File: src/rtl/brick_game_painter_pkg.sv
// Shared geometry, colour codes, state encoding and rectangle helpers for the
// TroisBriques painter and its game engine.
package brick_game_painter_pkg;

  typedef logic signed [11:0] coord_t;

  localparam coord_t H_VISIBLE    = 12'sd640;
  localparam coord_t V_VISIBLE    = 12'sd480;
  localparam coord_t BALL_SPEED   = 12'sd2;
  localparam coord_t PADDLE_SPEED = 12'sd4;
  localparam coord_t PADDLE_Y     = 12'sd460;
  localparam coord_t PADDLE_W     = 12'sd80;
  localparam coord_t PADDLE_H     = 12'sd8;
  localparam coord_t PADDLE_X_MAX = 12'sd560;
  localparam coord_t BALL_SIZE    = 12'sd8;
  localparam coord_t BALL_X_MAX   = 12'sd632;
  localparam coord_t BALL_Y_LOST  = 12'sd472;
  localparam coord_t BRICK_X0     = 12'sd40;
  localparam coord_t BRICK_PITCH  = 12'sd200;
  localparam coord_t BRICK_W      = 12'sd160;
  localparam coord_t BRICK_Y0     = 12'sd40;
  localparam coord_t BRICK_H      = 12'sd20;
  localparam coord_t BALL_X_RST   = 12'sd316;
  localparam coord_t BALL_Y_RST   = 12'sd300;
  localparam coord_t PADDLE_X_RST = 12'sd280;
  localparam int     NUM_BRICKS   = 3;

  localparam logic [1:0] ST_SERVE = 2'd0;
  localparam logic [1:0] ST_PLAY  = 2'd1;
  localparam logic [1:0] ST_LOST  = 2'd2;
  localparam logic [1:0] ST_WON   = 2'd3;

  localparam logic [2:0] COL_BLACK  = 3'b000;
  localparam logic [2:0] COL_BLUE   = 3'b001;
  localparam logic [2:0] COL_GREEN  = 3'b010;
  localparam logic [2:0] COL_RED    = 3'b100;
  localparam logic [2:0] COL_YELLOW = 3'b110;
  localparam logic [2:0] COL_WHITE  = 3'b111;

  typedef struct packed {
    coord_t     ball_x;
    coord_t     ball_y;
    coord_t     paddle_x;
    logic [2:0] alive;
    logic [1:0] state;
  } game_view_t;

  // Half-open 1-D overlap of [a, a+a_len) and [b, b+b_len); a point test uses a_len=1.
  function automatic logic span_hit(coord_t a, coord_t a_len, coord_t b, coord_t b_len);
    return (a < b + b_len) && (a + a_len > b);
  endfunction

  function automatic coord_t brick_left(logic [1:0] idx);
    coord_t idx_s;
    idx_s = coord_t'({10'b0, idx});
    return BRICK_X0 + BRICK_PITCH * idx_s;
  endfunction

endpackage

File: src/rtl/brick_game_painter_if.sv
// Video stream between the Vga timing generator, the painter and the display.
interface brick_game_painter_if;
  logic        enable;
  logic        Hsync_in;
  logic        Vsync_in;
  logic [10:0] Hpos;
  logic [10:0] Vpos;
  logic        Hsync;
  logic        Vsync;
  logic [2:0]  rgb;

  modport master (output enable, Hsync_in, Vsync_in, Hpos, Vpos, input Hsync, Vsync, rgb);
  modport slave  (input enable, Hsync_in, Vsync_in, Hpos, Vpos, output Hsync, Vsync, rgb);
endinterface

File: src/rtl/brick_game_painter_ball_engine.sv
// Once-per-frame game update: paddle, ball physics, brick clearing and game FSM.
module brick_game_painter_ball_engine
  import brick_game_painter_pkg::*;
(
  input  logic        clk,
  input  logic        reset,
  input  logic        enable,
  input  logic [10:0] hpos,
  input  logic [10:0] vpos,
  input  logic        btn_left,
  input  logic        btn_right,
  input  logic        btn_start,
  output game_view_t  view
);

  logic [2:0] btn_meta_r, btn_sync_r;
  coord_t     ball_x_r, ball_y_r, paddle_x_r;
  logic       dx_pos_r, dy_pos_r;
  logic [2:0] alive_r;
  logic [1:0] state_r;
  coord_t     ball_x_s, ball_y_s, paddle_x_s, paddle_mv_s, nx_s, ny_s;
  logic       dx_pos_s, dy_pos_s, paddle_hit_s, frame_tick_s;
  logic [2:0] alive_s, hit_s;
  logic [1:0] state_s;
  logic       left_s, right_s, start_s;

  assign left_s       = btn_sync_r[0];
  assign right_s      = btn_sync_r[1];
  assign start_s      = btn_sync_r[2];
  assign frame_tick_s = enable && (hpos == 11'd0) && (coord_t'({1'b0, vpos}) == V_VISIBLE);

  // Button synchronisers run every clk, independent of the pixel strobe.
  always_ff @(posedge clk or posedge reset) begin
    if (reset) begin
      btn_meta_r <= 3'b000;
      btn_sync_r <= 3'b000;
    end else begin
      btn_meta_r <= {btn_start, btn_right, btn_left};
      btn_sync_r <= btn_meta_r;
    end
  end

  // Paddle candidate position; opposing buttons cancel out.
  always_comb begin
    if (left_s && !right_s) begin
      paddle_mv_s = (paddle_x_r < PADDLE_SPEED) ? 12'sd0 : paddle_x_r - PADDLE_SPEED;
    end else if (right_s && !left_s) begin
      paddle_mv_s = (paddle_x_r + PADDLE_SPEED > PADDLE_X_MAX) ? PADDLE_X_MAX : paddle_x_r + PADDLE_SPEED;
    end else begin
      paddle_mv_s = paddle_x_r;
    end
  end

  // Next game state; collisions are judged against the pre-tick paddle.
  always_comb begin
    nx_s  = ball_x_r + (dx_pos_r ? BALL_SPEED : -BALL_SPEED);
    ny_s  = ball_y_r + (dy_pos_r ? BALL_SPEED : -BALL_SPEED);
    hit_s = 3'b000;
    for (int i = 0; i < NUM_BRICKS; i++) begin
      hit_s[i] = alive_r[i] && span_hit(nx_s, BALL_SIZE, brick_left(2'(i)), BRICK_W)
                 && span_hit(ny_s, BALL_SIZE, BRICK_Y0, BRICK_H);
    end
    paddle_hit_s = dy_pos_r && (ball_y_r + BALL_SIZE <= PADDLE_Y) && (ny_s + BALL_SIZE >= PADDLE_Y)
                   && span_hit(nx_s, BALL_SIZE, paddle_x_r, PADDLE_W);
    ball_x_s   = ball_x_r;
    ball_y_s   = ball_y_r;
    dx_pos_s   = dx_pos_r;
    dy_pos_s   = dy_pos_r;
    paddle_x_s = paddle_x_r;
    alive_s    = alive_r;
    state_s    = state_r;
    case (state_r)
      ST_SERVE: begin
        paddle_x_s = paddle_mv_s;
        if (start_s) state_s = ST_PLAY;
        else         state_s = ST_SERVE;
      end
      ST_PLAY: begin
        paddle_x_s = paddle_mv_s;
        if (ny_s >= BALL_Y_LOST) begin
          state_s = ST_LOST;
        end else begin
          if (nx_s <= 12'sd0) begin
            ball_x_s = 12'sd0;
            dx_pos_s = 1'b1;
          end else if (nx_s >= BALL_X_MAX) begin
            ball_x_s = BALL_X_MAX;
            dx_pos_s = 1'b0;
          end else begin
            ball_x_s = nx_s;
          end
          if (hit_s != 3'b000) begin
            alive_s  = alive_r & ~hit_s;
            dy_pos_s = ~dy_pos_r;
          end else if (paddle_hit_s) begin
            ball_y_s = PADDLE_Y - BALL_SIZE;
            dy_pos_s = 1'b0;
          end else if (ny_s <= 12'sd0) begin
            ball_y_s = 12'sd0;
            dy_pos_s = 1'b1;
          end else begin
            ball_y_s = ny_s;
          end
          if (alive_s == 3'b000) state_s = ST_WON;
          else                   state_s = ST_PLAY;
        end
      end
      ST_LOST, ST_WON: begin
        if (start_s) begin
          ball_x_s   = BALL_X_RST;
          ball_y_s   = BALL_Y_RST;
          dx_pos_s   = 1'b1;
          dy_pos_s   = 1'b0;
          paddle_x_s = PADDLE_X_RST;
          alive_s    = 3'b111;
          state_s    = ST_SERVE;
        end else begin
          state_s = state_r;
        end
      end
      default: state_s = ST_SERVE;
    endcase
  end

  // Game registers commit only on the blanking-interval frame tick.
  always_ff @(posedge clk or posedge reset) begin
    if (reset) begin
      ball_x_r   <= BALL_X_RST;
      ball_y_r   <= BALL_Y_RST;
      dx_pos_r   <= 1'b1;
      dy_pos_r   <= 1'b0;
      paddle_x_r <= PADDLE_X_RST;
      alive_r    <= 3'b111;
      state_r    <= ST_SERVE;
    end else if (frame_tick_s) begin
      ball_x_r   <= ball_x_s;
      ball_y_r   <= ball_y_s;
      dx_pos_r   <= dx_pos_s;
      dy_pos_r   <= dy_pos_s;
      paddle_x_r <= paddle_x_s;
      alive_r    <= alive_s;
      state_r    <= state_s;
    end
  end

  assign view = '{ball_x: ball_x_r, ball_y: ball_y_r, paddle_x: paddle_x_r,
                  alive: alive_r, state: state_r};

endmodule

File: src/rtl/brick_game_painter.sv
// TroisBriques painter: colours each pixel from the game state and delays the
// syncs by one pixel so they stay aligned with the registered colour.
module brick_game_painter
  import brick_game_painter_pkg::*;
(
  input  logic                  clk,
  input  logic                  reset,
  brick_game_painter_if.slave   vga,
  input  logic                  btn_left,
  input  logic                  btn_right,
  input  logic                  btn_start,
  output logic                  game_over
);

  game_view_t view_s;
  coord_t     h_s, v_s;
  logic [2:0] brick_px_s, colour_s, rgb_r;
  logic       hsync_r, vsync_r, game_over_r;

  brick_game_painter_ball_engine u_engine (
    .clk       (clk),
    .reset     (reset),
    .enable    (vga.enable),
    .hpos      (vga.Hpos),
    .vpos      (vga.Vpos),
    .btn_left  (btn_left),
    .btn_right (btn_right),
    .btn_start (btn_start),
    .view      (view_s)
  );

  assign h_s = coord_t'({1'b0, vga.Hpos});
  assign v_s = coord_t'({1'b0, vga.Vpos});

  // Per-brick pixel hit for live bricks only.
  always_comb begin
    brick_px_s = 3'b000;
    for (int i = 0; i < NUM_BRICKS; i++) begin
      brick_px_s[i] = view_s.alive[i] && span_hit(h_s, 12'sd1, brick_left(2'(i)), BRICK_W)
                      && span_hit(v_s, 12'sd1, BRICK_Y0, BRICK_H);
    end
  end

  // Pixel colour, first match wins; the background reports the game outcome.
  always_comb begin
    colour_s = COL_BLACK;
    if (h_s >= H_VISIBLE || v_s >= V_VISIBLE) begin
      colour_s = COL_BLACK;
    end else if (span_hit(h_s, 12'sd1, view_s.ball_x, BALL_SIZE)
                 && span_hit(v_s, 12'sd1, view_s.ball_y, BALL_SIZE)) begin
      colour_s = COL_WHITE;
    end else if (span_hit(h_s, 12'sd1, view_s.paddle_x, PADDLE_W)
                 && span_hit(v_s, 12'sd1, PADDLE_Y, PADDLE_H)) begin
      colour_s = COL_BLUE;
    end else if (brick_px_s[0]) begin
      colour_s = COL_RED;
    end else if (brick_px_s[1]) begin
      colour_s = COL_GREEN;
    end else if (brick_px_s[2]) begin
      colour_s = COL_YELLOW;
    end else begin
      case (view_s.state)
        ST_LOST: colour_s = COL_RED;
        ST_WON:  colour_s = COL_GREEN;
        default: colour_s = COL_BLACK;
      endcase
    end
  end

  // Output stage: colour, delayed syncs and game_over share one pixel of latency.
  always_ff @(posedge clk or posedge reset) begin
    if (reset) begin
      rgb_r       <= COL_BLACK;
      hsync_r     <= 1'b1;
      vsync_r     <= 1'b1;
      game_over_r <= 1'b0;
    end else if (vga.enable) begin
      rgb_r       <= colour_s;
      hsync_r     <= vga.Hsync_in;
      vsync_r     <= vga.Vsync_in;
      game_over_r <= (view_s.state == ST_LOST) || (view_s.state == ST_WON);
    end
  end

  assign vga.rgb   = rgb_r;
  assign vga.Hsync = hsync_r;
  assign vga.Vsync = vsync_r;
  assign game_over = game_over_r;

endmodule
File: src/flat_wrapper.sv
// flat-port wrapper written by rule: the top's interface ports become plain ports
module brick_game_painter_flat import brick_game_painter_pkg::*;
  (clk, reset, btn_left, btn_right, btn_start, game_over, vga_enable, vga_Hsync_in, vga_Vsync_in, vga_Hpos, vga_Vpos, vga_Hsync, vga_Vsync, vga_rgb);
  brick_game_painter_if vga_i ();
  input  logic clk;
  input  logic reset;
  input  logic btn_left;
  input  logic btn_right;
  input  logic btn_start;
  output logic game_over;
  input wire logic [$bits(vga_i.enable)-1:0] vga_enable;
  input wire logic [$bits(vga_i.Hsync_in)-1:0] vga_Hsync_in;
  input wire logic [$bits(vga_i.Vsync_in)-1:0] vga_Vsync_in;
  input wire logic [$bits(vga_i.Hpos)-1:0] vga_Hpos;
  input wire logic [$bits(vga_i.Vpos)-1:0] vga_Vpos;
  output wire logic [$bits(vga_i.Hsync)-1:0] vga_Hsync;
  output wire logic [$bits(vga_i.Vsync)-1:0] vga_Vsync;
  output wire logic [$bits(vga_i.rgb)-1:0] vga_rgb;
  assign vga_i.enable = vga_enable;
  assign vga_i.Hsync_in = vga_Hsync_in;
  assign vga_i.Vsync_in = vga_Vsync_in;
  assign vga_i.Hpos = vga_Hpos;
  assign vga_i.Vpos = vga_Vpos;
  assign vga_Hsync = vga_i.Hsync;
  assign vga_Vsync = vga_i.Vsync;
  assign vga_rgb = vga_i.rgb;
  brick_game_painter u_core (.clk(clk), .reset(reset), .vga(vga_i), .btn_left(btn_left), .btn_right(btn_right), .btn_start(btn_start), .game_over(game_over));
endmodule
File: config.mk
export PLATFORM = sky130hd
export DESIGN_NAME = brick_game_painter_flat
export DESIGN_NICKNAME = d
export VERILOG_FILES = /design/src/rtl/brick_game_painter_pkg.sv /design/src/rtl/brick_game_painter_if.sv /design/src/rtl/brick_game_painter_ball_engine.sv /design/src/rtl/brick_game_painter.sv /design/src/flat_wrapper.sv
export SDC_FILE = /design/constraint.sdc
export NUM_CORES = 1
export LEC_CHECK = 0
export CORE_AREA = 4 4 161 148
export DETAILED_ROUTE_END_ITERATION = 10
export DIE_AREA = 0 0 165 152
export HOLD_SLACK_MARGIN = 0.08
export PLACE_DENSITY = 0.48
export SLEW_MARGIN = 25
export SYNTH_ARGS = -nofsm -noshare
export SYNTH_HDL_FRONTEND = slang
export SYNTH_SLANG_ARGS = --single-unit
export TNS_END_PERCENT = 100
File: constraint.sdc
create_clock -name clk -period 7.76 [get_ports clk]
set_input_delay 1.552 -clock clk [delete_from_list [all_inputs] [get_ports clk]]
set_output_delay 1.552 -clock clk [all_outputs]
set_load 0.02 [all_outputs]
# Word-level counts from Yosys, hierarchy flattened
# Index checks and enable logic that the tools add are counted.
# totals
register_bits	55
input_bits	30
out_inout_bits	6
word_cells	172
# classes
n_addsub	11
magnitude_cmp	36
n_eq_ne	10
mux	48
bitwise_logic	3
n_reduce_logical	51
# op_table
operator	n
$mux W12	16
$pmux W12 S2	3
$add A12 B5 Y12 const B	4
$gt A12 B12 Y1	4
$gt A12 B7 Y1 const B	4
$lt A12 B12 Y1	4
$gt A12 B10 Y1 const B	3
$logic_and A1 B1 Y1	34
$mux W3	11
$add A11 B1 Y12 const B	2
$add A12 B12 Y12	2
$ge A12 B10 Y1 const B	2
$gt A12 B9 Y1 const B	2
$le A12 B1 Y1 const B	2
$lt A11 B9 Y1 const B	2
$reduce_and A5 Y1	3
$add A12 B4 Y12 const B	1
$add A12 B8 Y12 const B	1
$ge A12 B11 Y1 const B	1
$gt A12 B11 Y1 const B	1
$le A12 B10 Y1 const B	1
$lt A12 B10 Y1 const B	1
$lt A12 B11 Y1 const B	1
$lt A12 B4 Y1 const B	1
other kinds (34)	53

# Logic depth before layout (Yosys ltp)
# Gate-level depths: netlist of run 1.
# depth
ltp_word	16
mapped_depth	19
mapped_depth_nobuf	18

# By module
# Synthesis of run 1 repeated with hierarchy kept, for this count alone.
# unflattened
hier_cells	1107
area_unflattened_um2	8614.5
# modules_own_cells
mod	n_inst	cells_per_inst	area_per_inst_um2	seq_area_each_um2
brick_game_painter_ball_engine	1	681	5378.9	1146.1
brick_game_painter	1	426	3235.6	152.6

# Worst setup path before layout of run 1
# OpenSTA, ideal clock, no wires.
# synth_path
kind	register to register
from	register u_core.u_engine.dx_pos_r
to	register u_core.u_engine.ball_y_r[6]
setup_time_ps	128
t_arrival_ps	4197
required_time_ps	7632
setup_slack_ps	3436
path_stages_with_launch	18
n_path_buf	1
period_less_slack_ps	4324
cell_sequence	dfstp_2 > inv_1 > ha_1 > buf_2 > a21oi_1 > o21ai_2 > a221o_1 > xnor2_4 > nor4_2 > xor2_1 > ha_1 > inv_1 > or3_1 > a2111oi_0 > a2111oi_0 > o2111ai_1 > a21boi_0 > o21ai_0
# synth_between
elab_chain_cells	10
elab_cells_between_ends	29
cone_classes	add/sub (2); order compare (8); eq/ne (1); mux (5); reduce/logical (13)
# synth_rtl
element	line_no	rtl
start, declared	brick_game_painter_ball_engine.sv:18	logic dx_pos_r, dy_pos_r;
start signal, assigned	brick_game_painter_ball_engine.sv:138	dx_pos_r <= dx_pos_s;
$mux W12 (*)	brick_game_painter_ball_engine.sv:56	nx_s = ball_x_r + (dx_pos_r ? BALL_SPEED : -BALL_SPEED);
$add A12 B12 Y12 (*)	brick_game_painter_ball_engine.sv:56	
$add A12 B5 Y12	brick_game_painter_pkg.sv:50	return (a < b + b_len) && (a + a_len > b);
$gt A12 B7 Y1 (tied with other cells)	brick_game_painter_pkg.sv:50	
$logic_and A1 B1 Y1	brick_game_painter_pkg.sv:50	
$logic_and A1 B1 Y1 (on tied branches)	brick_game_painter_ball_engine.sv:60, brick_game_painter_ball_engine.sv:64	
$logic_and A1 B1 Y1 / $mux W12 (equally long branches)	brick_game_painter_ball_engine.sv:61, brick_game_painter_ball_engine.sv:95	
$reduce_bool A3 Y1 / $mux W12 (equally long branches)	brick_game_painter_ball_engine.sv:92	if (hit_s != 3'b000) begin
$ne A2 B2 Y1 (no source line) / $mux W12 (equally long branches)	n/a	
$reduce_and A5 Y1 (no source line) / $pmux W12 S2 (equally long branches)	n/a	
end signal, assigned	brick_game_painter_ball_engine.sv:137	ball_y_r <= ball_y_s;
end, declared	brick_game_painter_ball_engine.sv:17	coord_t ball_x_r, ball_y_r, paddle_x_r;
# Every way passes the cells marked *; elsewhere a longest branch is shown, timed or not. The select of a mux whose other input is x is not followed.
# A chain may end at the register's enable or synchronous reset.

# Final worst setup path of run 1
# layout_path
from	register u_core.u_engine.dx_pos_r
to	register u_core.u_engine.ball_y_r[7]
# Same word-level chain as after synthesis.

==> results.md, run 1 <==
- Status: finished, final reports clean
- Port-buffer cells: 35
- Die area: 0.02508 mm^2
- First-pass GRT wire length: 39390 um
- Chip height: 152 um
- Worst EP arrival: ~5.3 ns
- Top cells by area, synth: ha_1 19%, dfrtp_1 11%, xnor2_1 6.4%
- Fin crit period: 5.157 ns
- Grt peak-use layer: met1
- Max Buffers Root-to-Sink: 2
- Slew HR: between 30% and 40%
- Final nets: 1154
- Commonest cells post-synth: 118 x ha_1, 81 x inv_1, 70 x a21oi_1, 66 x nand2_1, 66 x nor2_1
- Cell taking the most area after synthesis: ha_1
- Cell family with most CP delay: compound AO/OA/AOI/OAI gates
- GR Util met1: 30.43%
- Detailed-route via count: 7371
- Worst path bufs/invs: 3
- Post-synth top area share: between 10% and 20%
- Setup TNS: 0 ns
- CTS Root Cell: clkbuf_16
- Setup bufs post-CTS: 0
- R2R Path End: u_core.u_engine.ball_y_r[7]$_DFFE_PP0P_
- RSZ-0062 raised after global routing: false
- Final period util: 66.46%
- Gpl congestion: roughly 0.86
- Die width: 165 um
- Syn Area/Cell: 7.788 um^2
- Clk sinks: 51
- Sequential area share after synthesis: 16.96%
- Count leader, synth: ha_1
- Fmax: 193.9 MHz
- Post-DP HPWL: 20000 um
- Final Cell Area: about 0.0085 mm^2
- Yosys cell types: 85
- CTS tree: built
- CP max-delay cell: dfstp_2
- Internal reg-to-reg setup slack: approximately 2.6 ns
- Worst-margin pin slew: around 0.95 ns
- I/O pin total: 36
- Clock Skew: 0.006934 ns
- Tot GR Track Use: 19.46%
- Num rows: 52
- Post-Syn Instances: 983
- Post-synth EDFFs: 0
- Post-route DRC violation count: 0
- Main synth FF type: dfrtp_1
- Gr ovfl total: 0
- R2r startpoint: u_core.u_engine.dx_pos_r$_DFFE_PP1P_
- Filler cells: ~2300
- Final non-filler cell total: 1302
- Num CTS Buffers: 5
- WHS Path Cells: 0
- CTS H-Tree Depth: 2
- CORE AREA: 0.02219 mm^2
- Clock slew at the register clock pins of the worst setup and hold paths: 0.07 ns
- Peak VDD IR: 0.07377 mV
- Reg2Reg Depth: 17
- Power Density: roughly 76 mW/mm^2
- Max incr delay on CP: around 0.57 ns
- Async set-reset flop share out of synthesis: 100.0%
- Initial antenna violation count: 0
- Leakage: 3.528 nW
- Routed WL: 24420 um
- Critical path class: reg -> reg
- Post-Syn Nets: roughly 1100
- Clk Latency, worst-skew pair: 0.30 ns
- CP Capture Type: register
- Antenna cell count: 0
- Placed cells: 1294
- Synth Cell Area: 0.007656 mm^2
- Initial core utilization: 34.51%
- Remaining antenna violation count: 0
- Max-cap violation count: 0
- Area delta synth->final: 10.79%
- CP max FO: 10
- YS warnings: 0
- Hold Path Sink: u_core.u_engine.btn_sync_r[0]$_DFF_PP0_
- Met2 GRT Util: 28.69%
- Drt initial violations: 463
- Crit path launch type: register
- Worst Hold Launch: u_core.u_engine.btn_meta_r[0]$_DFF_PP0_
- Cts repair resizes: 0
- Hold buffers post-CTS: 0
- Post-placement cell area: just over 0.008 mm^2
- Vias/cell: approximately 5.7
- FF+latch count, synth: 51
- 1st-pass router iterations: 5
- Hold WC Path Type: reg -> reg
- Routed length per instance: between 15 and 20 um
- Final Hold Fails: 0
- Pin count of the biggest net entering global routing: 52
- Final slew viol count: 0
- Number of global-route vias before repair: 6948
- CP cell instances: inv_1 > ha_1 > a21oi_1 > o21ai_2 > xnor2_2 > inv_2 > nand3_1 > nor4_2 > xor2_1 > ha_1 > inv_1 > or3_1 > a2111oi_0 > a2111oi_0 > o2111ai_1 > a21boi_0 > o21ai_0
- Final setup violation count: 0
- CP required: 7.94 ns
- Share of cells above drive strength 1: between 5 and 6%
- Met3 Resource Use GR: 1.923%
-- how the worst max path moves through the flow --
stage / depth (start not counted) / slack [ns] / start / to
floorplan: 17 / 3.44 / u_core.u_engine.dx_pos_r$_DFFE_PP1P_ / u_core.u_engine.ball_y_r[6]$_DFFE_PP0P_
global placement: 17 / 2.65 / u_core.u_engine.dx_pos_r$_DFFE_PP1P_ / u_core.u_engine.ball_y_r[7]$_DFFE_PP0P_
detailed placement: 16 / 2.62 / vga_Hpos[4] / u_core.vga.rgb[1]$_DFFE_PP0P_
CTS: 18 / 2.65 / u_core.u_engine.dx_pos_r$_DFFE_PP1P_ / u_core.u_engine.dy_pos_r$_DFFE_PP0P_
global route: 18 / 2.19 / u_core.u_engine.dx_pos_r$_DFFE_PP1P_ / u_core.u_engine.dy_pos_r$_DFFE_PP0P_
finish: 17 / 2.60 / u_core.u_engine.dx_pos_r$_DFFE_PP1P_ / u_core.u_engine.ball_y_r[7]$_DFFE_PP0P_
-- final cells by class --
type                       instances  area, um^2  share of cell area, %
clock buffer                       6       138.9                  1.637
clock inverter                     2       35.03                 0.4130
inverter                          87       326.6                  3.850
multi-input combinational        820        5931                  69.92
sequential                        51        1299                  15.31
tap                              297       371.6                  4.381
timing repair buffer              39       380.4                  4.484
-- registers in the layout (all words and copies together), names as in the netlist --
register	flops
u_core.game_over	1
u_core.u_engine.btn_meta_r	3
u_core.u_engine.state_r	2
u_core.vga.rgb	3
u_core.u_engine.ball_y_r	11
u_core.u_engine.paddle_x_r	10
u_core.u_engine.ball_x_r	11
u_core.u_engine.alive_r	3
u_core.u_engine.dy_pos_r	1
u_core.u_engine.btn_sync_r	3
u_core.u_engine.dx_pos_r	1
u_core.vga.Vsync	1
u_core.vga.Hsync	1
-- stage by stage --
stage	setup slack [ns]	util, %	power (mW)	hold slack (ns)
after global routing	2.186	38.23	0.6783	0.3617
after global placement	2.647	37.45	0.3847	0.3354
after CTS	2.653	38.23	0.6532	0.3530
after detailed placement	2.616	37.45	0.3835	0.3363
final	2.603	38.23	0.6454	0.3494
after floorplan	3.436	-	0.3382	0.3312
-- cell usage in the layout, fill, tap and decap left out, types with 8 or more instances in the layout --
cell	n
o22ai_1	9
and3_1	11
o21a_1	19
dfrtp_1	33
nand3_1	47
inv_1	80
nor2b_1	9
nor3_1	30
o21ai_0	58
and2_1	14
a21oi_1	70
nor2_1	66
nor4_1	10
o2111ai_1	8
ha_1	118
nand4_1	25
clkdlybuf4s50_1	35
a21o_1	11
xnor2_1	56
o211ai_1	9
nand2b_1	16
a31oi_1	21
dfstp_2	18
nand2_1	66
xor2_1	18
-- where the power goes --
part	internal, mW	leakage, nW	switching, mW
logic	0.0458	2.86	0.0630
registers	0.269	0.583	0.00110
clock network	0.161	0.0868	0.105
-- kinds of logic after synthesis --
| kind of cell | Yosys count | synth area share [%] |
|---|---|---|
| AO/OA/AOI/OAI | 289 | 25.38 |
| XOR/XNOR | 78 | 9.560 |
| adder cells (fa/ha/maj) | 121 | 19.94 |
| buffers and inverters | 112 | 5.573 |
| flip-flops | 51 | 16.96 |
| multiplexers | 4 | 0.5883 |
| AND/OR/NAND/NOR | 328 | 22.00 |
-- metal layers --
metal,part of all wire [%],vias to the layer above
met3,3.6,23
li1,-,3681
met5,0,-
met1,52,3509
met4,1.4,0
met2,43,158
Power figures use the tool's default switching activity.
==> inputs of run 2 (changes only) <==
--- a/config.mk
+++ b/config.mk
@@ -9,7 +9,7 @@
 export DETAILED_ROUTE_END_ITERATION = 10
 export DIE_AREA = 0 0 165 152
 export HOLD_SLACK_MARGIN = 0.08
-export PLACE_DENSITY = 0.48
+export PLACE_DENSITY = 0.49
 export SLEW_MARGIN = 25
 export SYNTH_ARGS = -nofsm -noshare
 export SYNTH_HDL_FRONTEND = slang
==> constraint.sdc (replaced) <==
create_clock -name clk -period 4.5 [get_ports clk]
set_input_delay 0.9 -clock clk [delete_from_list [all_inputs] [get_ports clk]]
set_output_delay 0.9 -clock clk [all_outputs]
set_load 0.02 [all_outputs]
==> results.md, run 2 (synthesis results as in run 1) <==
- Status: finished, final reports clean (unchanged)
- CP max FO: 5 (was 10)
- First-pass GRT wire length: 40150 um (was 39390 um)
- Setup WS post-layout: 0.1997 ns (was 2.603 ns)
- Clock slew at the register clock pins of the worst setup and hold paths: 0.07 ns (about the same)
- Reg2Reg Depth: 19 (was 17)
- Drt initial violations: 665 (was 463)
- Hold Path Sink: u_core.u_engine.btn_sync_r[0]$_DFF_PP0_ (unchanged)
- CTS tree: built (unchanged)
- Routed WL: 25210 um (was 24420 um)
- Clock Skew: 0.009533 ns (was 0.006934 ns)
- CP max-delay cell: dfstp_2 (unchanged)
- CORE AREA: 0.02219 mm^2 (unchanged)
- Max Buffers Root-to-Sink: 2 (unchanged)
- Worst Hold Launch: u_core.u_engine.btn_meta_r[0]$_DFF_PP0_ (unchanged)
- Max incr delay on CP: 0.54 ns (was 0.57 ns)
- Post-DP HPWL: 20620 um (was 20000 um)
- Fin crit period: 4.300 ns (was 5.157 ns)
- Max-cap violation count: 0 (unchanged)
- 1st-pass router iterations: 5 (unchanged)
- Total Power: 1.106 mW (was 0.6454 mW)
- Largest registers: u_core.u_engine.ball_x_r: 11 flops, u_core.u_engine.ball_y_r: 11 flops, u_core.u_engine.paddle_x_r: 10 flops (unchanged)
- Num rows: 52 (unchanged)
- Die width: 165 um (unchanged)
- Most frequent cells in the layout: 113 x ha_1, 79 x inv_1, 75 x buf_4 (was 118 x ha_1, 80 x inv_1, 70 x a21oi_1)
- Initial antenna violation count: 0 (unchanged)
- Worst-margin pin slew: 0.7728 ns (was 0.9478 ns)
- Chip height: 152 um (unchanged)
- Final Hold Fails: 0 (unchanged)
- Final slew viol count: 0 (unchanged)
- Area delta synth->final: 19.51% (was 10.79%)
- Leakage: 3.881 nW (was 3.528 nW)
- Vias/cell: 5.552 (was 5.661)
- Final nets: 1227 (was 1154)
- Routed length per instance: 18.34 um (was 18.75 um)
- Worst EP arrival: 4.53 ns (was 5.34 ns)
- Initial core utilization: 34.51% (unchanged)
- R2R Path End: u_core.u_engine.dy_pos_r$_DFFE_PP0P_ (was u_core.u_engine.ball_y_r[7]$_DFFE_PP0P_)
- Pin count of the biggest net entering global routing: 27 (was 52)
- Slew HR: 48.17% (was 36.15%)
- Fmax: 232.5 MHz (was 193.9 MHz)
- Final period util: 95.56% (was 66.46%)
- Remaining antenna violation count: 0 (unchanged)
- Hold WC Path Type: reg -> reg (unchanged)
- I/O pin total: 36 (unchanged)
- Antenna cell count: 0 (unchanged)
- Gpl congestion: 0.9120 (was 0.8647)
- Clk Latency, worst-skew pair: 0.31 ns (was 0.30 ns)
- R2r startpoint: u_core.u_engine.dx_pos_r$_DFFE_PP1P_ (unchanged)
- Final setup violation count: 0 (unchanged)
- CP required: 4.73 ns (was 7.94 ns)
- Num CTS Buffers: 5 (unchanged)
- Die area: 0.02508 mm^2 (unchanged)
- Power Density: 120.9 mW/mm^2 (was 76.09 mW/mm^2)
- Commonest non-fill, non-tap cell in the layout: ha_1 (unchanged)
- Post-route DRC violation count: 0 (unchanged)
- Number of global-route vias before repair: 7369 (was 6948)
- Internal reg-to-reg setup slack: 0.20 ns (was 2.60 ns)
- CP cell instances: inv_2 > buf_4 > ha_2 > o21a_1 > or3_1 > o211a_4 > clkinv_1 > nand3_2 > nor4_4 > xor2_2 > ha_1 > inv_1 > or3_4 > a2111oi_4 > a2111oi_2 > o2111ai_2 > buf_2 > nand3_1 > a31oi_1 (was inv_1 > ha_1 > a21oi_1 > o21ai_2 > xnor2_2 > inv_2 > nand3_1 > nor4_2 > xor2_1 > ha_1 > inv_1 > or3_1 > a2111oi_0 > a2111oi_0 > o2111ai_1 > a21boi_0 > o21ai_0)
- Critical path class: reg -> reg (unchanged)
- Pre-CTS setup slack: 0.08016 ns (was 2.616 ns)
- Peak VDD IR: 0.1270 mV (was 0.07377 mV)
- Detailed-route via count: 7634 (was 7371)
- Clk sinks: 51 (unchanged)
- CTS Root Cell: clkbuf_16 (unchanged)
- Cell family with most CP delay: simple AND/OR/NAND/NOR gates (was compound AO/OA/AOI/OAI gates)
- Port-buffer cells: 35 (unchanged)
- Tot GR Track Use: 19.82% (was 19.46%)
- Worst path bufs/invs: 5 (was 3)
- WHS Path Cells: 0 (unchanged)
- Share of cells above drive strength 1: 13.45% (was 5.473%)
- CTS H-Tree Depth: 2 (unchanged)
- Hold buffers post-CTS: 0 (unchanged)
- Gr ovfl total: 0 (unchanged)
- Crit path launch type: register (unchanged)
- Min Hold Slack: 0.3501 ns (was 0.3494 ns)
- Setup TNS: 0 ns (unchanged)
- CP Capture Type: register (unchanged)
-- run 2: changes by cell type in the layout (fill, tap and decap cells not counted), moves of 2 or more --
cell | previous run | this run
nor2_1 | 66 | 64
ha_2 | 0 | 2
a2111oi_0 | 5 | 3
ha_4 | 0 | 3
nor2_2 | 0 | 2
buf_4 | 4 | 75
ha_1 | 118 | 113
-- run 2: per-layer routing --
| layer | vias to the layer above | global-route usage, % | routed length (um) |
|---|---|---|---|
| met4 | 0 | 4.040 | 393 |
| met1 | 3574 | 30.58 | 12890 |
| met2 | 192 | 29.57 | 10780 |
| met5 | - | 0 | 0 |
| met3 | 25 | 2.221 | 1149 |
| li1 | 3843 | - | - |
-- run 2: metrics by stage --
step | instance area, um^2 | instances | util [%]
finish | 9150 | 1375 | 41.24
global placement | 8841 | 1365 | 39.85
global route | 9150 | 1375 | 41.24
floorplan | 7656 | 983 | -
detailed placement | 8841 | 1365 | 39.85
CTS | 9007 | 1373 | 40.60
-- run 2: where the power goes --
group | internal, mW | total, mW | switching (mW)
combinational | 0.0894 | 0.201 | 0.111
clock | 0.243 | 0.439 | 0.196
sequential | 0.465 | 0.467 | 0.00199
total | 0.797 | 1.11 | 0.309
-- run 2: repair_timing --
| action | CTS | global route |
|---|---|---|
| setup buffers | 0 | 1 |
| endpoints found under the setup margin | 0 | 9 |
| resized for setup | 0 | 25 |
-- run 2: how the worst max path moves through the flow --
stage                                              start                                      end  slack, ns  cells after the start
floorplan           u_core.u_engine.dx_pos_r$_DFFE_PP1P_  u_core.u_engine.ball_y_r[6]$_DFFE_PP0P_       0.18                     17
global placement    u_core.u_engine.dx_pos_r$_DFFE_PP1P_  u_core.u_engine.ball_y_r[6]$_DFFE_PP0P_       0.13                     18
detailed placement  u_core.u_engine.dx_pos_r$_DFFE_PP1P_  u_core.u_engine.ball_y_r[6]$_DFFE_PP0P_       0.08                     18
CTS                 u_core.u_engine.dx_pos_r$_DFFE_PP1P_  u_core.u_engine.ball_y_r[6]$_DFFE_PP0P_       0.05                     18
global route        u_core.u_engine.dx_pos_r$_DFFE_PP1P_     u_core.u_engine.dy_pos_r$_DFFE_PP0P_      -0.02                     20
finish              u_core.u_engine.dx_pos_r$_DFFE_PP1P_     u_core.u_engine.dy_pos_r$_DFFE_PP0P_       0.20                     19
-- run 2: layout make-up --
cell class | instances | area, um^2
Sequential cell | 51 | 1299
Timing Repair Buffer | 112 | 929.6
Inverter | 87 | 326.6
Multi-Input combinational cell | 820 | 6057
Clock buffer | 6 | 150.1
Clock inverter | 2 | 16.27
Fill cell | 2270 | 13040
Tap cell | 297 | 371.6
==> inputs of run 3 (changes only) <==
--- a/config.mk
+++ b/config.mk
@@ -5,12 +5,12 @@
 export SDC_FILE = /design/constraint.sdc
 export NUM_CORES = 1
 export LEC_CHECK = 0
-export CORE_AREA = 4 4 161 148
+export CORE_AREA = 4 4 128 117
 export DETAILED_ROUTE_END_ITERATION = 10
-export DIE_AREA = 0 0 165 152
+export DIE_AREA = 0 0 132 121
 export HOLD_SLACK_MARGIN = 0.08
-export PLACE_DENSITY = 0.49
-export SLEW_MARGIN = 25
+export PLACE_DENSITY = 0.75
+export SLEW_MARGIN = 10
 export SYNTH_ARGS = -nofsm -noshare
 export SYNTH_HDL_FRONTEND = slang
 export SYNTH_SLANG_ARGS = --single-unit
==> results.md, run 3 (synthesis results as in run 1) <==
- Pre-CTS setup slack: 0.06409 ns (was 0.08016 ns)
- Sequential power share: 44.3% (was 42.2%)
- Final Hold Fails: 0 (unchanged)
- Die area: 0.01597 mm^2 (was 0.02508 mm^2)
- Combinational fraction of design power: 18.9% (was 18.1%)
- Critical path class: reg -> reg (unchanged)
- Final nets: 1219 (was 1227)
- Sw Share: 27.70% (was 27.96%)
- Final setup violation count: 0 (unchanged)
- Reg2Reg Depth: 19 (unchanged)
- Worst-margin pin slew: 0.8823 ns (was 0.7728 ns)
- Setup WS post-layout: 0.1462 ns (was 0.1997 ns)
- Drt initial violations: 878 (was 665)
- R2r startpoint: u_core.u_engine.dx_pos_r$_DFFE_PP1P_ (unchanged)
- Leakage: 3.847 nW (was 3.881 nW)
- Clock Skew: 0.004302 ns (was 0.009533 ns)
- Remaining antenna violation count: 0 (unchanged)
- Placed cells: 1225 (was 1365)
- Worst EP arrival: 4.53 ns (about the same)
- Number of global-route vias before repair: 7481 (was 7369)
- CP required: 4.67 ns (was 4.73 ns)
- Final period util: 96.75% (was 95.56%)
- Pin count of the biggest net entering global routing: 32 (was 27)
- Antenna cell count: 0 (unchanged)
- Final slew viol count: 0 (unchanged)
- Internal power: 0.7620 mW (was 0.7968 mW)
- Crit path launch type: register (unchanged)
- Port-buffer cells: 35 (unchanged)
- Clk sinks: 51 (unchanged)
- CORE AREA: 0.01380 mm^2 (was 0.02219 mm^2)
- Min Hold Slack: 0.3510 ns (was 0.3501 ns)
- Hold buffers post-CTS: 0 (unchanged)
- Gpl congestion: 0.9819 (was 0.9120)
- CTS H-Tree Depth: 2 (unchanged)
- Net Switching: 0.2919 mW (was 0.3092 mW)
- CP Capture Type: register (unchanged)
- Die width: 132 um (was 165 um)
- First-pass GRT wire length: 37160 um (was 40150 um)
- Commonest non-fill, non-tap cell in the layout: ha_1 (unchanged)
- Most frequent cells in the layout: 112 x ha_1, 79 x inv_1, 70 x a21oi_1 (was 113 x ha_1, 79 x inv_1, 75 x buf_4)
- CP Capture Point: u_core.u_engine.ball_y_r[7]$_DFFE_PP0P_ (was u_core.u_engine.dy_pos_r$_DFFE_PP0P_)
- Clock power share: 36.8% (was 39.7%)
- Detailed-route via count: 8029 (was 7634)
- Post-route DRC violation count: 0 (unchanged)
- 1st-pass router iterations: 6 (was 5)
- Max Buffers Root-to-Sink: 2 (unchanged)
- Num rows: 41 (was 52)
- Hold WC Path Type: reg -> reg (unchanged)
- Tot GR Track Use: 28.27% (was 19.82%)
- Setup TNS: 0 ns (unchanged)
- Fin crit period: 4.354 ns (was 4.300 ns)
- Num CTS Buffers: 5 (unchanged)
- CP max FO: 5 (unchanged)
- Post-DP HPWL: 18590 um (was 20620 um)
- CTS tree: built (unchanged)
- Area delta synth->final: 16.23% (was 19.51%)
- Total Power: 1.054 mW (was 1.106 mW)
- Gr ovfl total: 0 (unchanged)
- Max-cap violation count: 0 (unchanged)
- Fmax: 229.7 MHz (was 232.5 MHz)
- Routed WL: 23140 um (was 25210 um)
- I/O pin total: 36 (unchanged)
- Initial core utilization: 55.48% (was 34.51%)
- Slew HR: 41.18% (was 48.17%)
- Largest registers: u_core.u_engine.ball_x_r: 11 flops, u_core.u_engine.ball_y_r: 11 flops, u_core.u_engine.paddle_x_r: 10 flops (unchanged)
- R2R Path End: u_core.u_engine.ball_y_r[7]$_DFFE_PP0P_ (was u_core.u_engine.dy_pos_r$_DFFE_PP0P_)
- Status: finished, final reports clean (unchanged)
- CTS Root Cell: clkbuf_16 (unchanged)
- RSZ-0062 raised after global routing: true
- Peak VDD IR: 0.1496 mV (was 0.1270 mV)
- Share of cells above drive strength 1: 12.52% (was 13.45%)
- Routed length per instance: 18.63 um (was 18.34 um)
- Power Density: 118.4 mW/mm^2 (was 120.9 mW/mm^2)
- Chip height: 121 um (was 152 um)
- Final non-filler cell total: 1242 (was 1375)
- Internal reg-to-reg setup slack: 0.15 ns (was 0.20 ns)
- Clock slew at the register clock pins of the worst setup and hold paths: 0.07 ns (about the same)
- Crit path from: u_core.u_engine.dx_pos_r$_DFFE_PP1P_ (unchanged)
- Initial antenna violation count: 0 (unchanged)
- Vias/cell: 6.465 (was 5.552)
- Clk Latency, worst-skew pair: 0.29 ns (was 0.31 ns)
## run 3: cell count changes in the layout (fill, tap and decap cells not counted), moves of 2 or more
cell,delta
xnor2_2,+3
buf_4,-7
a2111oi_1,+2
clkinv_4,+2
xnor2_1,-3
nor2_1,+2
nor2_2,-2
## run 3: final cells by class
class | instances | area, um^2
clock buffers | 6 | 128.9
clock inverters | 2 | 17.52
fillers | 1233 | 4901
inverters | 87 | 326.6
multi-input cells | 820 | 6046
flip-flops and latches | 51 | 1299
well taps | 172 | 215.2
repair buffers | 104 | 865.8
## run 3: routing by layer
| metal | global-route usage, % | vias to the layer above | part of all wire [%] |
|---|---|---|---|
| met5 | 0 | - | 0 |
| met4 | 8.399 | 0 | 2.4 |
| met3 | 4.768 | 55 | 8.3 |
| met2 | 43.17 | 423 | 43 |
| met1 | 41.02 | 3738 | 46 |
| li1 | - | 3813 | - |
## run 3: power by group through the flow
stage / Clock [mW] / Combinational, mW / Sequential [mW]
final: 0.388 / 0.199 / 0.467
after global routing: 0.413 / 0.221 / 0.468
after CTS: 0.394 / 0.197 / 0.467
after detailed placement: 0 / 0.195 / 0.475
after global placement: 0 / 0.192 / 0.475
after floorplan: 0 / 0.106 / 0.477
## run 3: worst max-delay path, stage by stage, from the launching register on
cell and delay, ns:
dfstp_2 0.54, inv_2 0.08, ha_2 0.27, buf_4 0.15, and2b_1 0.18, o31a_1 0.36
xnor2_2 0.18, inv_1 0.09, nand3_2 0.11, nor4_4 0.35, xor2_1 0.14, ha_1 0.31
inv_1 0.05, or3_1 0.37, a2111oi_1 0.38, a2111oi_1 0.09, o2111ai_1 0.14, buf_4 0.19
a21boi_0 0.16, o21ai_0 0.10
## run 3: how the worst min path moves through the flow
stage                                               to                                     from  depth (start not counted)
6_report       u_core.u_engine.btn_sync_r[0]$_DFF_PP0_  u_core.u_engine.btn_meta_r[0]$_DFF_PP0_                          0
4_1_cts        u_core.u_engine.btn_sync_r[0]$_DFF_PP0_  u_core.u_engine.btn_meta_r[0]$_DFF_PP0_                          0
5_1_grt        u_core.u_engine.btn_sync_r[1]$_DFF_PP0_  u_core.u_engine.btn_meta_r[1]$_DFF_PP0_                          0
2_1_floorplan  u_core.u_engine.btn_sync_r[0]$_DFF_PP0_  u_core.u_engine.btn_meta_r[0]$_DFF_PP0_                          0
3_5_place_dp   u_core.u_engine.btn_sync_r[0]$_DFF_PP0_  u_core.u_engine.btn_meta_r[0]$_DFF_PP0_                          0
3_3_place_gp   u_core.u_engine.btn_sync_r[2]$_DFF_PP0_  u_core.u_engine.btn_meta_r[2]$_DFF_PP0_                          0
## run 3: metrics by stage
stage | util [%] | cell area [um^2]
finish | 64.48 | 8899
global route | 64.48 | 8899
CTS | 63.18 | 8718
detailed placement | 62.12 | 8572
global placement | 62.12 | 8572
floorplan | - | 7656
## run 3: timing repair
item                                   CTS  global route
gates resized for setup                  0            22
buffers inserted                         0             8
setup endpoints to repair                0            10
endpoints found under the hold margin    0             0
